### config.mk
export PLATFORM = sky130hd
export DESIGN_NAME = immediate_extender_stream_flat
export DESIGN_NICKNAME = d
export VERILOG_FILES = /design/src/rtl/immediate_extender_stream_if.sv /design/src/rtl/immediate_extender_stream.sv /design/src/flat_wrapper.sv
export SDC_FILE = /design/constraint.sdc
export NUM_CORES = 1
export LEC_CHECK = 0
export BUFFER_PORTS_ARGS = -buffer_cell sky130_fd_sc_hd__buf_2
export CAP_MARGIN = 20
export CORE_UTILIZATION = 35
export CTS_BUF_LIST = sky130_fd_sc_hd__clkbuf_8
export DETAILED_ROUTE_END_ITERATION = 12
export HOLD_SLACK_MARGIN = 0.06
export PLACE_DENSITY_LB_ADDON = 0.3
export SYNTH_ARGS = -nofsm -noshare
export SYNTH_HDL_FRONTEND = slang
export SYNTH_SLANG_ARGS = --single-unit
export TNS_END_PERCENT = 30
### constraint.sdc
create_clock -name clk -period 5.3 [get_ports clk]
set_input_delay 0.265 -clock clk [delete_from_list [all_inputs] [get_ports clk]]
set_output_delay 0.265 -clock clk [all_outputs]
set_load 0.02 [all_outputs]
### src/rtl/immediate_extender_stream_if.sv
// Valid/ready stream bundle for the immediate extender: request side in,
// extended-immediate side out, plus occupancy.
interface immediate_extender_stream_if #(
    parameter int XLEN  = 32,
    parameter int DEPTH = 4,
    parameter int TAG_W = 5
);
    localparam int CW = $clog2(DEPTH) + 1;

    logic             in_valid;
    logic             in_ready;
    logic [24:0]      instruction;
    logic [2:0]       immediate_source;
    logic [TAG_W-1:0] in_tag;
    logic             out_valid;
    logic             out_ready;
    logic [XLEN-1:0]  out;
    logic [TAG_W-1:0] out_tag;
    logic             out_err;
    logic [CW-1:0]    count;

    modport master (
        output in_valid, instruction, immediate_source, in_tag, out_ready,
        input  in_ready, out_valid, out, out_tag, out_err, count
    );

    modport slave (
        input  in_valid, instruction, immediate_source, in_tag, out_ready,
        output in_ready, out_valid, out, out_tag, out_err, count
    );
endinterface

### src/rtl/immediate_extender_stream.sv
// Buffered RV immediate generator: extends on push, queues results in a
// DEPTH-entry FIFO, presents the head over valid/ready.
module immediate_extender_stream #(
    parameter int XLEN  = 32,
    parameter int DEPTH = 4,
    parameter int TAG_W = 5
) (
    input logic clk,
    input logic rst,
    immediate_extender_stream_if.slave bus
);
    localparam int AW = $clog2(DEPTH);
    localparam int CW = AW + 1;

    typedef struct packed {
        logic             err;
        logic [TAG_W-1:0] tag;
        logic [XLEN-1:0]  val;
    } entry_t;

    entry_t        r_mem [DEPTH];
    logic [AW-1:0] r_wr_ptr;
    logic [AW-1:0] r_rd_ptr;
    logic [CW-1:0] r_count;

    logic [31:7]     w_ins;
    logic [31:0]     w_imm;
    logic            w_sx;
    logic            w_err;
    logic [XLEN-1:0] w_ext;
    logic            w_full;
    logic            w_push;
    logic            w_pop;

    assign w_ins = bus.instruction;

    always_comb begin
        w_imm = '0;
        w_sx  = 1'b0;
        w_err = 1'b0;
        unique case (bus.immediate_source)
            3'b000: begin
                w_imm = {{20{w_ins[31]}}, w_ins[31:20]};
                w_sx  = 1'b1;
            end
            3'b001: begin
                w_imm = {{20{w_ins[31]}}, w_ins[31:25], w_ins[11:7]};
                w_sx  = 1'b1;
            end
            3'b010: begin
                w_imm = {{20{w_ins[31]}}, w_ins[7], w_ins[30:25],
                         w_ins[11:8], 1'b0};
                w_sx  = 1'b1;
            end
            3'b011: begin
                w_imm = {{12{w_ins[31]}}, w_ins[19:12], w_ins[20],
                         w_ins[30:21], 1'b0};
                w_sx  = 1'b1;
            end
            3'b100: begin
                w_imm = {w_ins[31:12], 12'b0};
                w_sx  = 1'b1;
            end
            3'b101: w_imm = {27'b0, w_ins[19:15]};
            3'b110: begin
                if (XLEN == 64) w_imm = {26'b0, w_ins[25:20]};
                else            w_imm = {27'b0, w_ins[24:20]};
            end
            default: w_err = 1'b1;
        endcase
    end

    // 33-bit signed view: top bit only set for sign-extending formats
    assign w_ext = XLEN'($signed({w_sx & w_imm[31], w_imm}));

    assign w_full = (r_count == CW'(DEPTH));
    assign w_push = bus.in_valid && !w_full;
    assign w_pop  = bus.out_ready && (r_count != '0);

    always_ff @(posedge clk or posedge rst) begin
        if (rst) begin
            r_wr_ptr <= '0;
            r_rd_ptr <= '0;
            r_count  <= '0;
            for (int i = 0; i < DEPTH; i++) r_mem[i] <= '0;
        end else begin
            if (w_push) begin
                r_mem[r_wr_ptr] <= '{err: w_err, tag: bus.in_tag, val: w_ext};
                r_wr_ptr        <= r_wr_ptr + AW'(1);
            end
            if (w_pop) r_rd_ptr <= r_rd_ptr + AW'(1);
            case ({w_push, w_pop})
                2'b10:   r_count <= r_count + CW'(1);
                2'b01:   r_count <= r_count - CW'(1);
                default: r_count <= r_count;
            endcase
        end
    end

    assign bus.in_ready  = !w_full;
    assign bus.out_valid = (r_count != '0);
    assign bus.out       = r_mem[r_rd_ptr].val;
    assign bus.out_tag   = r_mem[r_rd_ptr].tag;
    assign bus.out_err   = r_mem[r_rd_ptr].err;
    assign bus.count     = r_count;
endmodule

### src/flat_wrapper.sv
// flat-port wrapper written by rule: the top's interface ports become plain ports
module immediate_extender_stream_flat 
#(
    parameter int XLEN  = 32,
    parameter int DEPTH = 4,
    parameter int TAG_W = 5
)
  (clk, rst, bus_in_valid, bus_instruction, bus_immediate_source, bus_in_tag, bus_out_ready, bus_in_ready, bus_out_valid, bus_out, bus_out_tag, bus_out_err, bus_count);
  immediate_extender_stream_if #(.XLEN(XLEN), .DEPTH(DEPTH), .TAG_W(TAG_W)) bus_i ();
  input logic clk;
  input logic rst;
  input wire logic [$bits(bus_i.in_valid)-1:0] bus_in_valid;
  input wire logic [$bits(bus_i.instruction)-1:0] bus_instruction;
  input wire logic [$bits(bus_i.immediate_source)-1:0] bus_immediate_source;
  input wire logic [$bits(bus_i.in_tag)-1:0] bus_in_tag;
  input wire logic [$bits(bus_i.out_ready)-1:0] bus_out_ready;
  output wire logic [$bits(bus_i.in_ready)-1:0] bus_in_ready;
  output wire logic [$bits(bus_i.out_valid)-1:0] bus_out_valid;
  output wire logic [$bits(bus_i.out)-1:0] bus_out;
  output wire logic [$bits(bus_i.out_tag)-1:0] bus_out_tag;
  output wire logic [$bits(bus_i.out_err)-1:0] bus_out_err;
  output wire logic [$bits(bus_i.count)-1:0] bus_count;
  assign bus_i.in_valid = bus_in_valid;
  assign bus_i.instruction = bus_instruction;
  assign bus_i.immediate_source = bus_immediate_source;
  assign bus_i.in_tag = bus_in_tag;
  assign bus_i.out_ready = bus_out_ready;
  assign bus_in_ready = bus_i.in_ready;
  assign bus_out_valid = bus_i.out_valid;
  assign bus_out = bus_i.out;
  assign bus_out_tag = bus_i.out_tag;
  assign bus_out_err = bus_i.out_err;
  assign bus_count = bus_i.count;
  immediate_extender_stream #(.XLEN(XLEN), .DEPTH(DEPTH), .TAG_W(TAG_W)) u_core (.clk(clk), .rst(rst), .bus(bus_i));
endmodule
## Word level (Yosys, flattened, before mapping)

Cells that the tools add are included.

- Bits of input ports: 37
- Register bits: 159
- Word-level logic and storage cells: 50
- Output and inout port bits: 43

- Bitwise gates (word level): 2
- $add $sub $neg: 4
- Equality and inequality tests: 9
- Magnitude comparators: 3
- Multiplexer cells: 9
- Reductions and logical operators: 8

Operators with widths:

| cell | count |
|---|---|
| $pmux 32 s7 | 1 |
| $bwmux 152 | 1 |
| $mux 38 | 3 |
| $bmux 38 s2 | 1 |
| $demux 38 s2 | 1 |
| $eq 3x3->1 const B | 4 |
| $reduce_or 7->1 | 1 |
| $eq 3x2->1 const B | 2 |
| $ge 3x3->1 const B | 2 |
| $not 2->3 | 2 |
| $pmux 3 s2 | 1 |
| $add 2x1->2 const B | 2 |
| $add 3x1->3 const B | 1 |
| $eq 3x1->1 const B | 1 |
| $logic_and 1x1->1 | 3 |
| $logic_not 3->1 | 1 |
| $lt 3x1->1 const B | 1 |
| $reduce_bool 3->1 | 1 |
| $sub 3x1->3 const B | 1 |
| $eq 2x1->1 const B | 1 |
| $eq 2x2->1 const B | 1 |
| $reduce_bool 2->1 | 1 |
| $logic_not 1->1 | 1 |
| $mux 1 | 1 |

## Logic depth before layout (Yosys ltp)

Gate-level depths: netlist of run 1.

- Depth after elaboration: 6
- Depth in mapped cells: 9
- Gate-level depth less buffers: 8

## Worst setup path before layout of run 1

No wires, ideal clock.

- Kind: register to register
- Start: register u_core.r_count[0] (netlist: u_core.bus.count[0])
- End: register u_core.r_count[2] (netlist: u_core.bus.count[2])
- Clock period less this slack: 2.166 ns
- Data arrival time: 2.086 ns
- Path buffers: 1
- Data required time: 5.220 ns
- Library setup time: 0.080 ns
- Cell stages (with the launch flop): 10
- Slack: 3.134 ns
- Cell sequence: dfrtp_1 > or3b_1 > buf_2 > nand2_1 > ha_1 > inv_1 > fa_1 > xor2_1 > nor2_1 > xor2_1

- Cells in the longest elaborated chain, start to end: 5
- Elaborated cells on any way between the ends: 11
- Those cells by class: 2 x add/sub; 3 x eq/ne; 1 x mux; 5 x reduce/logical

Ends and longest elaborated chain:

| item | RTL line | text |
|---|---|---|
| start, declared | immediate_extender_stream.sv:24 | `logic [CW-1:0] r_count;` |
| start signal, assigned | immediate_extender_stream.sv:93 | `2'b10: r_count <= r_count + CW'(1);` |
| start signal, assigned | immediate_extender_stream.sv:94 | `2'b01: r_count <= r_count - CW'(1);` |
| start signal, assigned | immediate_extender_stream.sv:95 | `default: r_count <= r_count;` |
| $eq 3x3->1 | immediate_extender_stream.sv:76 | `assign w_full = (r_count == CW'(DEPTH));` |
| $logic_not 1->1 | immediate_extender_stream.sv:77 | `assign w_push = bus.in_valid && !w_full;` |
| $logic_and 1x1->1 | immediate_extender_stream.sv:77 |  |
| $eq 2x1->1 / $eq 2x2->1 (equally long branches) | immediate_extender_stream.sv:92 | `case ({w_push, w_pop})` |
| $pmux 3 s2 / $reduce_bool 2->1 (equally long branches) | - |  |

Several ways; a longest one is shown, not always the timed one.
A chain may end at the register's enable or synchronous reset.

## Worst setup path after layout of run 1

- Start: register u_core.r_rd_ptr[0]
- End: output bus_out[31]

- Cells in the longest elaborated chain, start to end: 4

Ends and longest elaborated chain:

| item | RTL line | text |
|---|---|---|
| start, declared | immediate_extender_stream.sv:23 | `logic [AW-1:0] r_rd_ptr;` |
| start signal, assigned | immediate_extender_stream.sv:91 | `if (w_pop) r_rd_ptr <= r_rd_ptr + AW'(1);` |
| $not 2->3 (not written as such) | immediate_extender_stream.sv:102 | `assign bus.out = r_mem[r_rd_ptr].val;` |
| $bmux 38 s2 | immediate_extender_stream.sv:102 |  |
| $mux 38 (not written as such) (2 in a row) | immediate_extender_stream.sv:102 |  |
| end, declared | flat_wrapper.sv:19 | `output wire logic [$bits(bus_i.out)-1:0] bus_out;` |

Every way passes these cells. The select of a mux whose other input is x is not followed.

==> results of run 1 <==
[routing by layer]
| layer | GRT usage [%] | wire length, um | up-vias |
|---|---|---|---|
| li1 | - | - | 2105 |
| met1 | 23.6 | 8610 | 2489 |
| met2 | 27.0 | 8990 | 107 |
| met3 | 4.75 | 1100 | 12 |
| met5 | 0 | 10 | - |
| met4 | 4.09 | 122 | 2 |
[area by class of cell]
| class | instances | area [um2] |
|---|---|---|
| Fill cell | 2027 | 13100 |
| Antenna cell | 3 | 7.51 |
| Clock buffer | 18 | 248 |
| Timing Repair Buffer | 86 | 458 |
| Tap cell | 280 | 350 |
| Inverter | 6 | 27.5 |
| Sequential cell | 159 | 3980 |
| Clock inverter | 14 | 126 |
| Multi-Input combinational cell | 319 | 3700 |
[registers in the layout, indices dropped and copies added, names as in the netlist]
| signal | flops |
|---|---|
| u_core.r_wr_ptr | 2 |
| u_core.bus.count | 3 |
| u_core.r_mem | 152 |
| u_core.r_rd_ptr | 2 |
[critical path: stages (launching register included)]
cell	delay (ns)
dfrtp_2	0.72
buf_4	0.51
mux4_2	0.60
buf_2	0.18
[kinds of logic after synthesis]
group	count (synthesis)
muxes	182
buffers and inverters	47
AOI/OAI and AO/OA	62
DFF	159
adders and majority gates	6
and+or+nand+nor	63
xor gates and xnor gates	6
[through the flow]
step	power [mW]	hold slack [ns]	utilization, %
detailed placement	4.80	0.490	38.5
CTS	5.67	0.0669	40.3
floorplan	4.09	0.413	-
global placement	4.68	0.484	38.5
global route	5.96	0.0634	40.4
finish	5.60	0.0916	40.4
[how the worst max path moves through the flow]
stage	cells after the start	endpoint	start	slack [ns]
floorplan	1	u_core.bus.count[0]	rst	0.74
global placement	8	u_core.bus.count[2]	u_core.bus.count[0]	2.83
detailed placement	8	u_core.bus.count[2]	u_core.bus.count[0]	2.75
CTS	3	bus_out[31]	u_core.r_rd_ptr[0]	2.43
global route	3	bus_out[31]	u_core.r_rd_ptr[0]	2.35
finish	3	bus_out[31]	u_core.r_rd_ptr[0]	2.55
[power breakdown]
part           leakage (nW)  switching [mW]  internal [mW]
logic                  1.83            1.24           1.35
registers              1.97           0.357           1.78
clock network         0.201           0.443          0.422
[cells in the final DEF, fill, tap and decap left out, types with 10 or more instances in the layout]
master,count
a21oi_1,20
mux2_4,60
a21o_1,10
a31oi_1,24
mux2_2,82
buf_2,79
mux4_2,38
nor2b_1,10
dfrtp_1,157
clkbuf_8,18
==> run metrics, run 1 <==
simple-gate share of the synthesized area=6.02%; via count=4715; Syn Nets=between 500 and 600; Period minus WS final=between 2 and 3 ns; Wirelength per Cell=21.3 um; Clock transition at path regs=0.09 ns; crit-path max FO=23; WP data arrival=2.48 ns; Via density=between 5 and 6; Max-slew headroom=36.9%; Max Fclk=~360 MHz; Die Y-Extent=153 um; Crit Reg-Reg Endpoint=u_core.bus.count[2]; yosys warns=0; mux cell area share after synthesis=33.9%; Worst Setup End Kind=output pin; hold buffers post-CTS=2; post-synth cell types=40; PostCTS Resize Cnt=0; share of layout cells above drive strength 1=50.3%; final setup TNS=0 ns; Worst R2R Path Depth=8; clk_skew=0.0107 ns; WP data required=between 5 and 6 ns; pin count of the biggest net entering global routing=105; Layout area overhead=11.8%; CTS tree=done; HP Start=bus_in_tag[2]; count of state elements after synthesis=159; Period Utilization, post-route=~52%; share of the synthesized area in the top cell type=50.0%; final net count=between 600 and 700; grt ovf=0; Lkg Pwr=approximately 4 nW; violated checks=DRC; setup bufs post-CTS=0; # IOs=80; final wirelength=18.8 mm; EDFF count, synth=0; vias in the first global route=5188; Reg2Reg Setup Slack=about 2.7 ns; Final Non-Filler Cells=between 800 and 900; DR pass1 iterations=9; Clock Path Buffers=2; Slew @ Worst Pin=~0.95 ns; Setup WS pre-CTS=2.75 ns; endpoints failing hold=0; ys async rst share=100%; Detailed Route Iter0 Violations=252; Total GRT Usage=17.2%; top post-synthesis cells by count=dfrtp_1, mux2_2, mux2_4, mux4_2, a31oi_1; clock root buffer=clkbuf_8; Chip Width=between 150 and 200 um; Mean Syn Cell Area=roughly 15 um2; crit path setup slack, layout=around 2.6 ns; Clock Sinks=159; largest family of logic cells by synthesized area=multiplexers; xor/xnor cell area share of the yosys netlist=0.660%; count leader, synth=dfrtp_1; VDD IR max=0.228 mV; DP HPWL=12.3 mm; PD cells=629 nW/um2; Post-DP Area=8470 um2; Core Box Area=22000 um2; Seq/Total Area, Yosys=50.0%; Post-synth top flop=dfrtp_1; Pins Over Slew Limit=0; area leader, netlist=dfrtp_1; Worst Setup Start Kind=flip-flop; Port Buf Inserts=slightly below 80; placed insts=approximately 850; Skew-Pair Late Insertion Delay=0.45 ns; Hold Crit Class=input port to flip-flop; maxcap violations=0; worst hold path cell count=2; post-route ant nets=0; GPL Wtd Cong=about 0.7; WS Path Type=flip-flop to output pin; # H-tree levels=4; row cnt=54; FF-to-FF Start=u_core.bus.count[0]; first-pass GRT wire length=30.3 mm; synthesized area=slightly below 8000 um2; # setup viols final=0; starting density of the core=36.1%; Post-Synthesis Cells=525; compound-cell area share of the yosys netlist=4.80%; initial antenna violation count=4; Post-Synth Adder-Cell Area=1.04%; CTS Buf Count=17; Final Cell Area=8890 um2; RSZ-0062 raised after global routing=no; synth top area cells=dfrtp_1, mux2_2, mux2_4; DRC viols=14; status=complete, but fails checks; WHS Endpoint=u_core.r_mem[34]; Die ar.=roughly 23000 um2
No activity file was read; power rests on OpenSTA's default activity.
==> inputs of run 2 (changes only) <==
==> constraint.sdc (replaced) <==
create_clock -name clk -period 2.6 [get_ports clk]
set_input_delay 0.13 -clock clk [delete_from_list [all_inputs] [get_ports clk]]
set_output_delay 0.13 -clock clk [all_outputs]
set_load 0.02 [all_outputs]
==> run 2 against run 1 <==
Effect of this change:
- the flow still finishes with violations (DRC)
- hold slack better by 0.031 ns
- critical endpoint is now u_core.bus.count[2]
- sequential cell count stayed put
- largest power group unchanged
- global-route usage is 0.36 points higher
- total power is 110% higher
- design area is 2.7% higher
- highest routed layer unchanged
- via count is 2.5% higher
==> run metrics, run 2 (synthesis results as in run 1) <==
status=complete, but fails checks; violated checks=DRC; grt ovf=0; # IOs=80; Period minus WS final=2.21 ns; Max Fclk=approximately 450 MHz; PD cells=1290 nW/um2; setup bufs post-CTS=0; Pins Over Slew Limit=0; Fillers=2057; Max-slew headroom=34.3%; # H-tree levels=4; Slew @ Worst Pin=0.985 ns; Final Cell Area=9140 um2; Wirelength per Cell=21.5 um; Hold Crit Class=input port to flip-flop; Total GRT Usage=17.6%; endpoints failing hold=0; Largest register FFs=152; clock root buffer=clkbuf_8; commonest non-fill, non-tap cell in the layout=dfrtp_1; via count=4835; Detailed Route Iter0 Violations=216; most frequent cells in the layout=dfrtp_1, mux2_2, buf_2; Overall Power=11.7 mW; Clock Path Buffers=2; WP data required=2.98 ns; Post-DP Area=a little under 9000 um2; HP Start=bus_instruction[23]; worst hold path cell count=3; DP HPWL=13.2 mm; FF-to-FF Start=u_core.bus.count[0]; largest register by flop count=u_core.r_mem; final core utilization=roughly two fifths; WP data arrival=approximately 2.6 ns; WS Path Type=flip-flop to flip-flop; Reg2Reg Setup Slack=0.39 ns; initial antenna violation count=2; Crit Reg-Reg Endpoint=u_core.bus.count[2]; placed insts=around 860; Worst Setup End Kind=flip-flop; maxcap violations=0; Core Box Area=22000 um2; Period Utilization, post-route=between 80% and 90%; CTS tree=done; Worst Setup Start Kind=flip-flop; share of layout cells above drive strength 1=a little over 50%; Die Y-Extent=153 um; Worst R2R Path Depth=8; # setup viols final=0; WHS Endpoint=u_core.r_mem[144]; first-pass GRT wire length=31.3 mm; crit-path max FO=6; Lkg Pwr=between 4 and 5 nW; GPL Wtd Cong=0.775; pin count of the biggest net entering global routing=160; Via density=5.37; CTS Buf Count=17; Skew-Pair Late Insertion Delay=roughly 0.46 ns; Layout area overhead=14.9%; DRC viols=8; Chip Width=153 um; RSZ-0062 raised after global routing=no; vias in the first global route=5367; Clock transition at path regs=0.09 ns; final net count=651; Port Buf Inserts=79; Clock Sinks=159; post-route ant nets=0; Die ar.=23300 um2; DR pass1 iterations=10; starting density of the core=36.1%; clk_skew=0.00864 ns; final wirelength=19.3 mm; VDD IR max=around 0.36 mV; final setup TNS=0 ns; row cnt=54; Final Non-Filler Cells=901
-- run 2: cell count changes in the layout (fill, tap and decap cells not counted), moves of 2 or more --
cell,change
dlygate4sd3_1,+4
buf_4,+9
clkinv_2,-3
clkinv_4,+2
buf_12,+6
inv_6,-2
-- run 2: worst max-delay path, stage by stage, from the launching register on --
cell and delay [ns]:
dfrtp_1 0.44, or3b_1 0.39, nand2_1 0.16, ha_1 0.22, inv_1 0.07, fa_1 0.40
xor2_1 0.17, nor2_1 0.13, xor2_1 0.16
-- run 2: how the worst max path moves through the flow --
stage	to	from	slack, ns	cells after the start
2_1_floorplan	u_core.bus.count[2]	u_core.bus.count[0]	0.43	9
4_1_cts	bus_out[15]	u_core.r_rd_ptr[1]	0.36	3
3_3_place_gp	u_core.r_mem[44]	u_core.r_wr_ptr[0]	0.55	6
6_report	u_core.bus.count[2]	u_core.bus.count[0]	0.39	8
5_1_grt	u_core.bus.count[2]	u_core.bus.count[0]	0.29	8
3_5_place_dp	u_core.bus.count[2]	u_core.bus.count[0]	0.41	8
-- run 2: layer usage --
metal	wire, um	global-route usage, %	vias up
met1	8900	23.5	2567
met2	9230	27.9	102
met5	8	0	-
li1	-	-	2140
met4	295	5.72	2
met3	916	4.61	24
-- run 2: where the power goes --
group | internal, mW | leakage (nW) | switching (mW)
Sequential | 3.63 | 1.97 | 0.682
Clock | 0.955 | 0.201 | 0.918
Combinational | 2.92 | 1.94 | 2.64
-- run 2: final cells by class --
type	instances	area, um2	area share, %
flip-flops and latches	159	3980	43.6
multi-input cells	319	3700	40.4
repair buffers	105	686	7.50
well taps	280	350	3.83
clock buffers	18	248	2.71
clock inverters	12	146	1.60
inverters	6	26.3	0.288
diodes	2	5.00	0.0548
-- run 2: stage by stage --
step           hold slack [ns]  setup WS [ns]
4_1_cts                 0.0882          0.362
2_1_floorplan            0.278          0.434
5_1_grt                 0.0993          0.292
6_report                 0.122          0.394
3_3_place_gp             0.400          0.547
3_5_place_dp             0.410          0.406
-- run 2: timing repair --
| action | in CTS | in global routing |
|---|---|---|
| endpoints found under the hold margin | 181 | 0 |
| gates resized for setup | 0 | 0 |
| hold buffers | 8 | 0 |
==> inputs of run 3 (changes only) <==
==> constraint.sdc (replaced) <==
create_clock -name clk -period 2.2 [get_ports clk]
set_input_delay 0.11 -clock clk [delete_from_list [all_inputs] [get_ports clk]]
set_output_delay 0.11 -clock clk [all_outputs]
set_load 0.02 [all_outputs]
==> run 3 against run 2 <==
Effect of this change:
- the run still ends with DRC left
- setup slack got worse by 0.26 ns
- total power increased by 18%
- die area unchanged
- clock skew increased by 0.0016 ns
- utilization increased by 0.42 points
- design area increased by 1.0%
==> run metrics, run 3 (synthesis results as in run 1) <==
crit-path max FO=5; register area=3980 um2; vias in the first global route=between 5000 and 6000; first-pass GRT wire length=between 30 and 40 mm; DRC viols=10; Wirelength per Cell=~21 um; starting density of the core=36.1%; most frequent cells in the layout=dfrtp_1, mux2_2, buf_2; Max Fclk=483 MHz; DR pass1 iterations=8; grt ovf=0; WP data arrival=about 2.5 ns; Die Y-Extent=153 um; hold slack=0.0944 ns; violated checks=DRC; clk_skew=0.0102 ns; endpoints failing hold=0; share of layout cells above drive strength 1=51.8%; status=complete, but fails checks; CTS tree=done; GRT Max-Usage Layer=met2; Clock Sinks=159; PostCTS Resize Cnt=0; Detailed Route Iter0 Violations=333; Clock Path Buffers=2; Pins Over Slew Limit=0; M1 GR Usage=about 24%; WS Path Type=flip-flop to flip-flop; Hold Crit Class=input port to flip-flop; CTS Buf Count=17; Reg2Reg Setup Slack=0.13 ns; Fillers=2031; setup bufs post-CTS=0; Largest register FFs=152; VDD IR max=0.738 mV; clock root buffer=clkbuf_8; Port Buf Inserts=79; crit path from=u_core.bus.count[1]; Worst Setup End Kind=flip-flop; CP endpoint=u_core.bus.count[2]; post-route ant nets=0; largest register by flop count=u_core.r_mem; Max-slew headroom=approximately 35%; commonest non-fill, non-tap cell in the layout=dfrtp_1; pin count of the biggest net entering global routing=93; Layout area overhead=16.0%; multi-input logic area=3700 um2; final wirelength=19.3 mm; # H-tree levels=4; via count=a little under 5000; Via density=around 5.4; Crit Reg-Reg Endpoint=u_core.bus.count[2]; Worst Setup Start Kind=flip-flop; # setup viols final=0; PD cells=between 1500 and 2000 nW/um2; FF-to-FF Start=u_core.bus.count[1]; Slew @ Worst Pin=0.980 ns; final net count=between 600 and 700; maxcap violations=0; initial antenna violation count=1; Total GRT Usage=17.5%; WP data required=2.58 ns; row cnt=54; DP HPWL=13.0 mm; Lkg Pwr=4.13 nW; routing usage on met2=~28%; Chip Width=153 um; met3 Use GR=between 3 and 4%; # IOs=80; RSZ-0062 raised after global routing=no; Core Box Area=about 22000 um2; hold buffers post-CTS=8; GPL Wtd Cong=0.768; Worst R2R Path Depth=8; Period minus WS final=2.07 ns; Die ar.=23300 um2; Clock transition at path regs=0.09 ns; Skew-Pair Late Insertion Delay=0.46 ns; Period Utilization, post-route=~94%; final setup TNS=0 ns
==> run 3: cell types whose count changed in the layout (fill, tap and decap cells not counted), moves of 2 or more <==
cell	change
buf_4	-3
buf_12	+7
bufinv_16	-2
inv_6	+2
clkinvlp_4	+3
==> run 3: worst max-delay path, cell delays in order (launching register included) <==
cell     delay [ns]
dfrtp_1        0.42
or3b_1         0.41
nand2_1        0.11
ha_1           0.20
inv_1          0.07
fa_1           0.37
xor2_1         0.16
nor2_1         0.11
xor2_1         0.15
==> run 3: layout make-up <==
cell class	count	area share, %
clock inverters	15	1.49
well taps	280	3.80
diodes	1	0.0271
inverters	6	0.285
clock buffers	17	2.53
multi-input cells	319	40.0
repair buffers	109	8.70
flip-flops and latches	159	43.1
==> run 3: stage by stage <==
| stage | instances | setup WS (ns) | total power, mW | utilization (%) | instance area [um2] |
|---|---|---|---|---|---|
| 2_1_floorplan | 525 | 0.0338 | 9.86 | - | 7960 |
| 3_3_place_gp | 865 | 0.243 | 11.6 | 39.8 | 8780 |
| 3_5_place_dp | 865 | 0.151 | 11.9 | 39.8 | 8780 |
| 4_1_cts | 905 | 0.0972 | 14.0 | 41.9 | 9230 |
| 5_1_grt | 905 | 0.0282 | 14.7 | 41.9 | 9230 |
| 6_report | 906 | 0.130 | 13.9 | 41.9 | 9230 |
==> run 3: worst min-delay path by stage <==
stage	slack (ns)	depth (start not counted)	from	end
3_5_place_dp	0.13	2	rst	u_core.r_mem[142]
4_1_cts	0.06	3	bus_instruction[19]	u_core.r_mem[26]
2_1_floorplan	0.26	1	bus_in_tag[0]	u_core.r_mem[108]
3_3_place_gp	0.11	2	rst	u_core.r_mem[66]
6_report	0.09	4	bus_in_valid	u_core.r_wr_ptr[0]
5_1_grt	0.09	3	bus_instruction[19]	u_core.r_mem[140]
==> run 3: per-layer routing <==
| metal | share of wire, % | up-vias |
|---|---|---|
| met5 | 0.067 | - |
| met4 | 1.2 | 2 |
| met3 | 4.4 | 21 |
| met2 | 48 | 98 |
| met1 | 47 | 2624 |
| li1 | - | 2154 |
==> run 3: report_power, final <==
group	total, mW	internal, mW	switching, mW
sequential	5.03	4.29	0.748
combinational	6.76	3.54	3.22
clock	2.07	0.904	1.17
